--- src/rtl/cdb_result_stage.sv ---
// Per-source result FIFOs feeding the CDB: requests to the arbiter, pops on its grant,
// registered broadcast. Optional grant checker enabled by defining CDB_GRANT_CHECK_EN.
module cdb_result_stage #(
  parameter int NSRC  = 3,
  parameter int TAGW  = 6,
  parameter int DATAW = 32,
  parameter int DEPTH = 2,
  localparam int SRCW = (NSRC > 1) ? $clog2(NSRC) : 1
) (
  input  logic                  clk,
  input  logic                  rst,
  input  logic                  i_flush,
  input  logic [NSRC-1:0]       i_fu_valid,
  output logic [NSRC-1:0]       o_fu_ready,
  input  logic [NSRC*TAGW-1:0]  i_fu_tag,
  input  logic [NSRC*DATAW-1:0] i_fu_data,
  output logic [NSRC-1:0]       o_req,
  input  logic [NSRC-1:0]       i_grant,
  output logic                  o_cdb_valid,
  output logic [TAGW-1:0]       o_cdb_tag,
  output logic [DATAW-1:0]      o_cdb_data,
  output logic [SRCW-1:0]       o_cdb_src
`ifdef CDB_GRANT_CHECK_EN
  ,
  output logic                  o_grant_err
`endif
);

  localparam int PTRW = $clog2(DEPTH);
  localparam int CNTW = PTRW + 1;
  localparam logic [CNTW-1:0] FULL = CNTW'(DEPTH);
  localparam logic [CNTW-1:0] ONE  = CNTW'(1);

  logic [TAGW-1:0]  tag_mem  [NSRC][DEPTH];
  logic [DATAW-1:0] data_mem [NSRC][DEPTH];
  logic [PTRW-1:0]  wr_ptr   [NSRC];
  logic [PTRW-1:0]  rd_ptr   [NSRC];
  logic [CNTW-1:0]  cnt      [NSRC];

  logic [NSRC-1:0]  nonempty;
  logic [NSRC-1:0]  push;
  logic [NSRC-1:0]  pop;
  logic [SRCW-1:0]  pop_idx;
  logic [TAGW-1:0]  head_tag;
  logic [DATAW-1:0] head_data;

  for (genvar g = 0; g < NSRC; g++) begin : g_status
    assign nonempty[g]   = (cnt[g] != '0);
    assign o_fu_ready[g] = (cnt[g] < FULL);
    assign push[g]       = i_fu_valid[g] & o_fu_ready[g];
    // Grant lags request by a cycle: a lone entry being popped must not re-request.
    assign o_req[g]      = (cnt[g] > ONE) | ((cnt[g] == ONE) & ~i_grant[g]);
  end

  // Descending scan so the lowest-index granted non-empty source wins a multi-hot grant.
  always_comb begin
    // NOTE: every always_comb output gets a default first so no path leaves it unassigned (no latch).
    pop       = '0;
    pop_idx   = '0;
    head_tag  = '0;
    head_data = '0;
    for (int i = NSRC - 1; i >= 0; i--) begin
      if (i_grant[i] && nonempty[i]) begin
        pop       = '0;
        pop[i]    = 1'b1;
        pop_idx   = SRCW'(i);
        head_tag  = tag_mem[i][rd_ptr[i]];
        head_data = data_mem[i][rd_ptr[i]];
      end
    end
  end

  // NOTE: FIFO storage is deliberately not reset; cnt alone decides which entries are live.
  always_ff @(posedge clk) begin
    for (int i = 0; i < NSRC; i++) begin
      if (push[i]) begin
        tag_mem[i][wr_ptr[i]]  <= i_fu_tag[i*TAGW +: TAGW];
        data_mem[i][wr_ptr[i]] <= i_fu_data[i*DATAW +: DATAW];
      end
    end
  end

  // NOTE: sequential state uses non-blocking assignments so every register samples pre-edge values.
  always_ff @(posedge clk) begin
    if (rst) begin
      for (int i = 0; i < NSRC; i++) begin
        cnt[i]    <= '0;
        wr_ptr[i] <= '0;
        rd_ptr[i] <= '0;
      end
      o_cdb_valid <= 1'b0;
      o_cdb_tag   <= '0;
      o_cdb_data  <= '0;
      o_cdb_src   <= '0;
    end else if (i_flush) begin
      for (int i = 0; i < NSRC; i++) begin
        cnt[i]    <= '0;
        wr_ptr[i] <= '0;
        rd_ptr[i] <= '0;
      end
      o_cdb_valid <= 1'b0;
    end else begin
      for (int i = 0; i < NSRC; i++) begin
        if (push[i]) wr_ptr[i] <= wr_ptr[i] + PTRW'(1);
        if (pop[i])  rd_ptr[i] <= rd_ptr[i] + PTRW'(1);
        if (push[i] && !pop[i])      cnt[i] <= cnt[i] + ONE;
        else if (pop[i] && !push[i]) cnt[i] <= cnt[i] - ONE;
      end
      o_cdb_valid <= |pop;
      if (|pop) begin
        o_cdb_tag  <= head_tag;
        o_cdb_data <= head_data;
        o_cdb_src  <= pop_idx;
      end
    end
  end

`ifdef CDB_GRANT_CHECK_EN
  logic grant_bad;

  assign grant_bad = ((i_grant != '0) && !$onehot(i_grant)) || (|(i_grant & ~nonempty));

  always_ff @(posedge clk) begin
    if (rst) o_grant_err <= 1'b0;
    else     o_grant_err <= grant_bad;
  end

  a_grant_onehot0: assert property (@(posedge clk) disable iff (rst) $onehot0(i_grant));
  a_push_only_when_ready: assert property (@(posedge clk) disable iff (rst)
    ((push & ~o_fu_ready) == '0));
`endif

endmodule

--- config.mk ---
export PLATFORM = sky130hd
export DESIGN_NAME = cdb_result_stage
export DESIGN_NICKNAME = d
export VERILOG_FILES = /design/src/rtl/cdb_result_stage.sv
export SDC_FILE = /design/constraint.sdc
export NUM_CORES = 1
export LEC_CHECK = 0
export BUFFER_PORTS_ARGS = -buffer_cell sky130_fd_sc_hd__buf_4
export CAP_MARGIN = 20
export CORE_MARGIN = 10
export CORE_UTILIZATION = 55
export CTS_BUF_LIST = sky130_fd_sc_hd__clkbuf_16
export DETAILED_ROUTE_END_ITERATION = 10
export PLACE_DENSITY = 0.78
export SLEW_MARGIN = 20
export SYNTH_ARGS = -nofsm -noshare
export SYNTH_HDL_FRONTEND = slang
export SYNTH_SLANG_ARGS = --single-unit
--- constraint.sdc ---
create_clock -name clk -period 3.75 [get_ports clk]
set_input_delay 0.75 -clock clk [delete_from_list [all_inputs] [get_ports clk]]
set_output_delay 0.75 -clock clk [all_outputs]
set_load 0.1 [all_outputs]
-- After elaboration in Yosys (flattened, before gate mapping)
Memories as Yosys holds them, arrays and structs flattened.
Index checks and enable logic that the tools add are counted.
- register bits: 41
- memories: 5
- output and inout port bits: 47
- memory bits (writable): 240
- logic and storage cells: 228
- input port bits: 123
- memory list (name ; words ; width ; rd ports ; clocked after memory_dff ; write ports ; line ; text):
    data_mem ; 3 ; 64 ; 3 ; 0 ; 3 ; 35 ; logic [DATAW-1:0] data_mem [NSRC][DEPTH];
    tag_mem ; 3 ; 12 ; 3 ; 0 ; 3 ; 34 ; logic [TAGW-1:0] tag_mem [NSRC][DEPTH];
    cnt ; 3 ; 2 ; 3 ; 0 ; 3 ; 38 ; logic [CNTW-1:0] cnt [NSRC];
    rd_ptr ; 3 ; 1 ; 3 ; 0 ; 3 ; 37 ; logic [PTRW-1:0] rd_ptr [NSRC];
    wr_ptr ; 3 ; 1 ; 3 ; 0 ; 3 ; 36 ; logic [PTRW-1:0] wr_ptr [NSRC];
- mux-type cells: 125
- equality and inequality tests: 3
- bitwise logic cells: 40
- reductions and logical operators: 24
- add/subtract/negate cells: 12
- $lt $le $gt $ge: 15
- operators by type and width (operator ; number):
    $mux W32 ; 15
    $mux W64 ; 3
    $demux W32 S1 ; 3
    $mux W6 ; 15
    $mux W1 ; 68
    $mux W12 ; 3
    $mux W2 ; 12
    $or A1 B1 Y1 ; 24
    $demux W6 S1 ; 3
    $ge A2 B2 Y1 const B ; 6
    $logic_and A1 B1 Y1 ; 12
    $not A1 Y2 ; 6
    $mux W3 ; 3
    $add A1 B1 Y1 const B ; 6
    $add A2 B1 Y2 const B ; 3
    $and A1 B1 Y1 ; 6
    $eq A2 B1 Y1 const B ; 3
    $gt A2 B1 Y1 const B ; 3
    $logic_not A1 Y1 ; 6
    $lt A2 B1 Y1 const B ; 3
    $lt A2 B2 Y1 const B ; 3
    $reduce_bool A2 Y1 ; 3
    $sub A2 B1 Y2 const B ; 3
    $not A1 Y1 ; 4
    other kinds (3) ; 3

-- Depth between registers and ports, before layout
- depth after elaboration: 13
- depth in mapped cells: 9

-- Least setup slack after synthesis
Ideal clock, no wire load.
- path type: reg2out
- start: memory cnt[0][1] (netlist bit)
- end: output port o_req[0]
- cell stages (with the launch flop): 4
- path buffers: 0
- data arrival time: 2912 ps
- slack: 88 ps
- cell sequence: edfxtp_1 > inv_1 > ha_1 > mux2i_1
- RTL lines (element ; line ; text):
    start: declaration ; 38 ;
    end: declaration ; 17 ; output logic [NSRC-1:0] o_req,

==> results.md <==
Outcome:
- The run finished with clean final reports.

Final layout:
- The top cell types in the final layout, fill and taps aside, are sky130_fd_sc_hd__edfxtp_1 (240), sky130_fd_sc_hd__buf_4 (180), sky130_fd_sc_hd__mux2i_1 (115).
- The commonest non-fill, non-tap cell in the layout is sky130_fd_sc_hd__edfxtp_1.
- The total area of multi-input combinational cells is around 2700 sq um.
- The number of antenna repair diodes is 0.
- Compared with the post-synthesis result, the final layout area differs by 22.33%.
- In the final layout, flip-flops and latches occupy roughly 8000 sq um.
- The fraction of final layout cells with drive strength greater than 1 is between 20 and 30%.
- In the final design database the tool counted roughly 970 nets.
- The number of filler instances in the final layout is 1332.

Clocking:
- The number of gates resized after CTS was 0.
- In this run the number of H-tree levels came out at 1.
- After clock tree synthesis, the setup repair step added 0 buffers.
- The number of buffers between clock root and the deepest sink is 3.
- The buffer cell driving the clock tree root is sky130_fd_sc_hd__clkbuf_16.
- The number of hold buffers added after CTS was 0.
- Clock-pin slew was measured on the worst setup and hold paths at about 60 ps.
- The clock drives 281 sinks.
- For the worst-skew pair, the clock arrives at the later sink with an insertion delay of about 530 ps.
- The clock buffer count from CTS is 28.
- The clock tree from TritonCTS is yes.

Floorplanning:
- The area enclosed by the die boundary is between 20000 and 30000 sq um.
- The standard cell core area is about 20000 sq um.
- between 150 and 200 I/O pins were placed.
- Row generation in the floorplan step produced about 50 rows.
- The die outline height is about 160 microns.
- The starting density of the core is 55.96%.
- The x dimension of the die is ~160 microns.

Setup path:
- The largest individual stage delay along the critical path comes from the cell sky130_fd_sc_hd__a31o_2.
- The arrival time at the worst endpoint is 3100 ps.
- The sort of element at the end of the critical path is a flop.
- Data on the critical path is required at its endpoint by approximately 4200 ps.
- The critical path goes through inv_1 -> ha_1 -> nand2b_2 -> buf_4 -> a31o_2 -> o32a_1.
- In this design, the stage delay of the slowest critical-path cell is around 840 ps.
- The startpoint type of the worst setup path is a flop.
- The critical path contains buffers and inverters numbering 2 combined.
- The critical path in this run is classified as flop to flop.
- The cell family contributing the most delay on the critical path is compound AO/OA/AOI/OAI gates.
- Of all nets on the critical path, the largest fanout is 41.

Timing:
- The count of final setup violators is 0.
- The actual transition at the worst max-transition pin is around 1100 ps.
- The number of pins with negative max-slew slack in the final report was 0.
- The final clock skew is around 14 ps.
- The final worst setup slack is 1106 ps.
- The final critical-path required period is between 2000 and 3000 ps.
- Setup repair after global routing left no endpoint under its margin.
- The final critical path takes up 70.51% of the cycle.
- The maximum clock rate is between 300 and 400 MHz.
- The number of hold violations in the final report is 0.
- The worst pin sits at a relative slew slack of around 28%.
- Summed over all failing endpoints, the final setup total negative slack is 0 ps.

Pwr:
- The maximum resistive drop on vdd is 0.3621 mV.
- The leakage power is 4.877 nW.
- In this run the power density over the cells is around 640 nW/um^2.

Route:
- In the routed design, unresolved DRC markers number 0.
- For this block, the routed nets add up to between 20 and 25 mm of wire.
- The number of vias per cell is 5.583.
- The violation count after the first detailed-route iteration is between 400 and 500.
- The average wire per standard cell is approximately 22 microns.
- The detailed-route via count is between 6000 and 7000.
- The count of nets left with antenna violations after detail routing is 0.
- The first-pass iteration count of the detailed router is 4.

Global route:
- The most used routing layer in global routing is met2.
- The first global-routing pass estimated about 38 mm of wire.
- The aggregate global routing overflow is 0.
- In the global route stage, met3 resource usage came out at 2.965%.
- The number of antenna violations at the first check in global routing is 0.
- For this run, global-route usage on met1 was measured as between 20% and 30%.
- The total track usage is roughly 18%.
- The largest net degree at the start of global routing is 46.
- The via count of the first global-routing pass is around 7000.
- Global routing consumed, on the met2 layer, approximately a third of the routing resources.

Logic synthesis:
- The mapped netlist covers roughly 11000 sq um.
- The share of synthesized registers carrying an async set or reset is 0%.
- The share of synthesized area in the top cell type comes to around two thirds.
- Sequential cells were found to cover around 73% of the synthesized design area.
- The number of nets handed over by synthesis was approximately 800.
- Yosys printed 0 warnings.
- The synthesized netlist contains 37 unique library cells.
- For this run, the leading register cell type out of synthesis is sky130_fd_sc_hd__edfxtp_1.
- The per-instance average area after synthesis is roughly 16 sq um.
- Sorting the synthesized cells by area gives the leading types as sky130_fd_sc_hd__edfxtp_1 (66%), sky130_fd_sc_hd__mux2i_1 (11%), sky130_fd_sc_hd__dfxtp_1 (7.5%), sky130_fd_sc_hd__o32a_1 (3.5%), sky130_fd_sc_hd__nor2b_1 (2.5%).
- The largest total area in the synthesized netlist belongs to sky130_fd_sc_hd__edfxtp_1.
- The number of flops mapped to enable cells by yosys is 240.
- The post-synthesis instance total is roughly 670.
- The number of synthesized register bits is 281.

Worst hold path:
- The classification of the worst-slack hold path is input pin to flop.

Placed design:
- The count of port buffers added during placement is 169.
- OpenSTA, run right after detailed placement, puts the worst setup slack at ~950 ps.
- The global placer's final weighted congestion is a little under 0.9.
- Detailed placement finished with a half-perimeter wire length of 16.59 mm.

Job:
- The number of max-cap violations is 0.
==> registers in the layout, summed over array words and instances (netlist names) <==
name         flops
data_mem       192
tag_mem         36
o_cdb_data      32
cnt              6
o_cdb_tag        6
rd_ptr           3
wr_ptr           3
o_cdb_src        2
o_cdb_valid      1
==> cell type report <==
type / instances / area share (%)
Multi-Input combinational cell: 342 / 20.04
Tap cell: 265 / 2.481
Clock buffer: 29 / 5.429
Inverter: 6 / 0.1685
Sequential cell: 281 / 60.06
Timing Repair Buffer: 180 / 10.11
Clock inverter: 22 / 1.713
==> layer usage <==
| metal | share of wire (%) | vias to the layer above |
|---|---|---|
| met5 | 0 | - |
| met3 | 4.9 | 43 |
| met1 | 41 | 3089 |
| met4 | 2.6 | 0 |
| li1 | - | 2928 |
| met2 | 52 | 221 |
==> cells in the mapped netlist (10+ instances only) <==
master / instances
sky130_fd_sc_hd__edfxtp_1: 240
sky130_fd_sc_hd__mux2i_1: 115
sky130_fd_sc_hd__nor2_1: 48
sky130_fd_sc_hd__nor2b_1: 43
sky130_fd_sc_hd__dfxtp_1: 41
sky130_fd_sc_hd__o22ai_1: 38
sky130_fd_sc_hd__o32a_1: 38
sky130_fd_sc_hd__clkbuf_1: 22
sky130_fd_sc_hd__buf_2: 12
sky130_fd_sc_hd__nand2_1: 10
==> power breakdown <==
part | switching [mW] | total, mW | internal (mW)
registers | 0.133 | 3.87 | 3.74
clock network | 1.10 | 2.83 | 1.73
logic | 1.33 | 1.86 | 0.532
total | 2.56 | 8.56 | 6.00
==> logic make-up after synthesis <==
kind of cell / count (synthesis) / synth area share (%)
DFF: 281 / 73.47
and+or+nand+nor: 126 / 5.943
muxes: 115 / 10.53
AOI/OAI and AO/OA: 91 / 6.745
buffers and inverters: 50 / 2.302
adders and majority gates: 6 / 0.6870
xor gates and xnor gates: 4 / 0.3207
==> stage by stage <==
step / power [mW] / utilization, % / cells / area (sq um) / hold WS, ps
finish: 8.560 / 68.45 / 1125 / 13370 / 401.6
floorplan: 5.274 / - / 673 / 10930 / 546.4
global route: 8.836 / 68.45 / 1125 / 13370 / 396.2
CTS: 8.603 / 68.45 / 1125 / 13370 / 387.2
detailed placement: 5.798 / 63.57 / 1074 / 12410 / 523.6
global placement: 5.743 / 63.57 / 1074 / 12410 / 485.1
==> worst paths after layout <==
| check | start | end | slack [ps] | cells after the start |
|---|---|---|---|---|
| max | cnt[0][1]$_SDFFCE_PN0P_ | o_cdb_data[16]$_SDFFE_PP0P_ | 1110 | 6 |
| min | i_fu_tag[10] | tag_mem[0][22]$_DFFE_PP_ | 400 | 1 |
| max reg2reg | cnt[0][1]$_SDFFCE_PN0P_ | o_cdb_data[16]$_SDFFE_PP0P_ | 1110 | 6 |
| min reg2reg | o_cdb_src[1]$_SDFFE_PP0P_ | o_cdb_src[1]$_SDFFE_PP0P_ | 540 | 2 |
No activity file was read; power rests on OpenSTA's default activity.
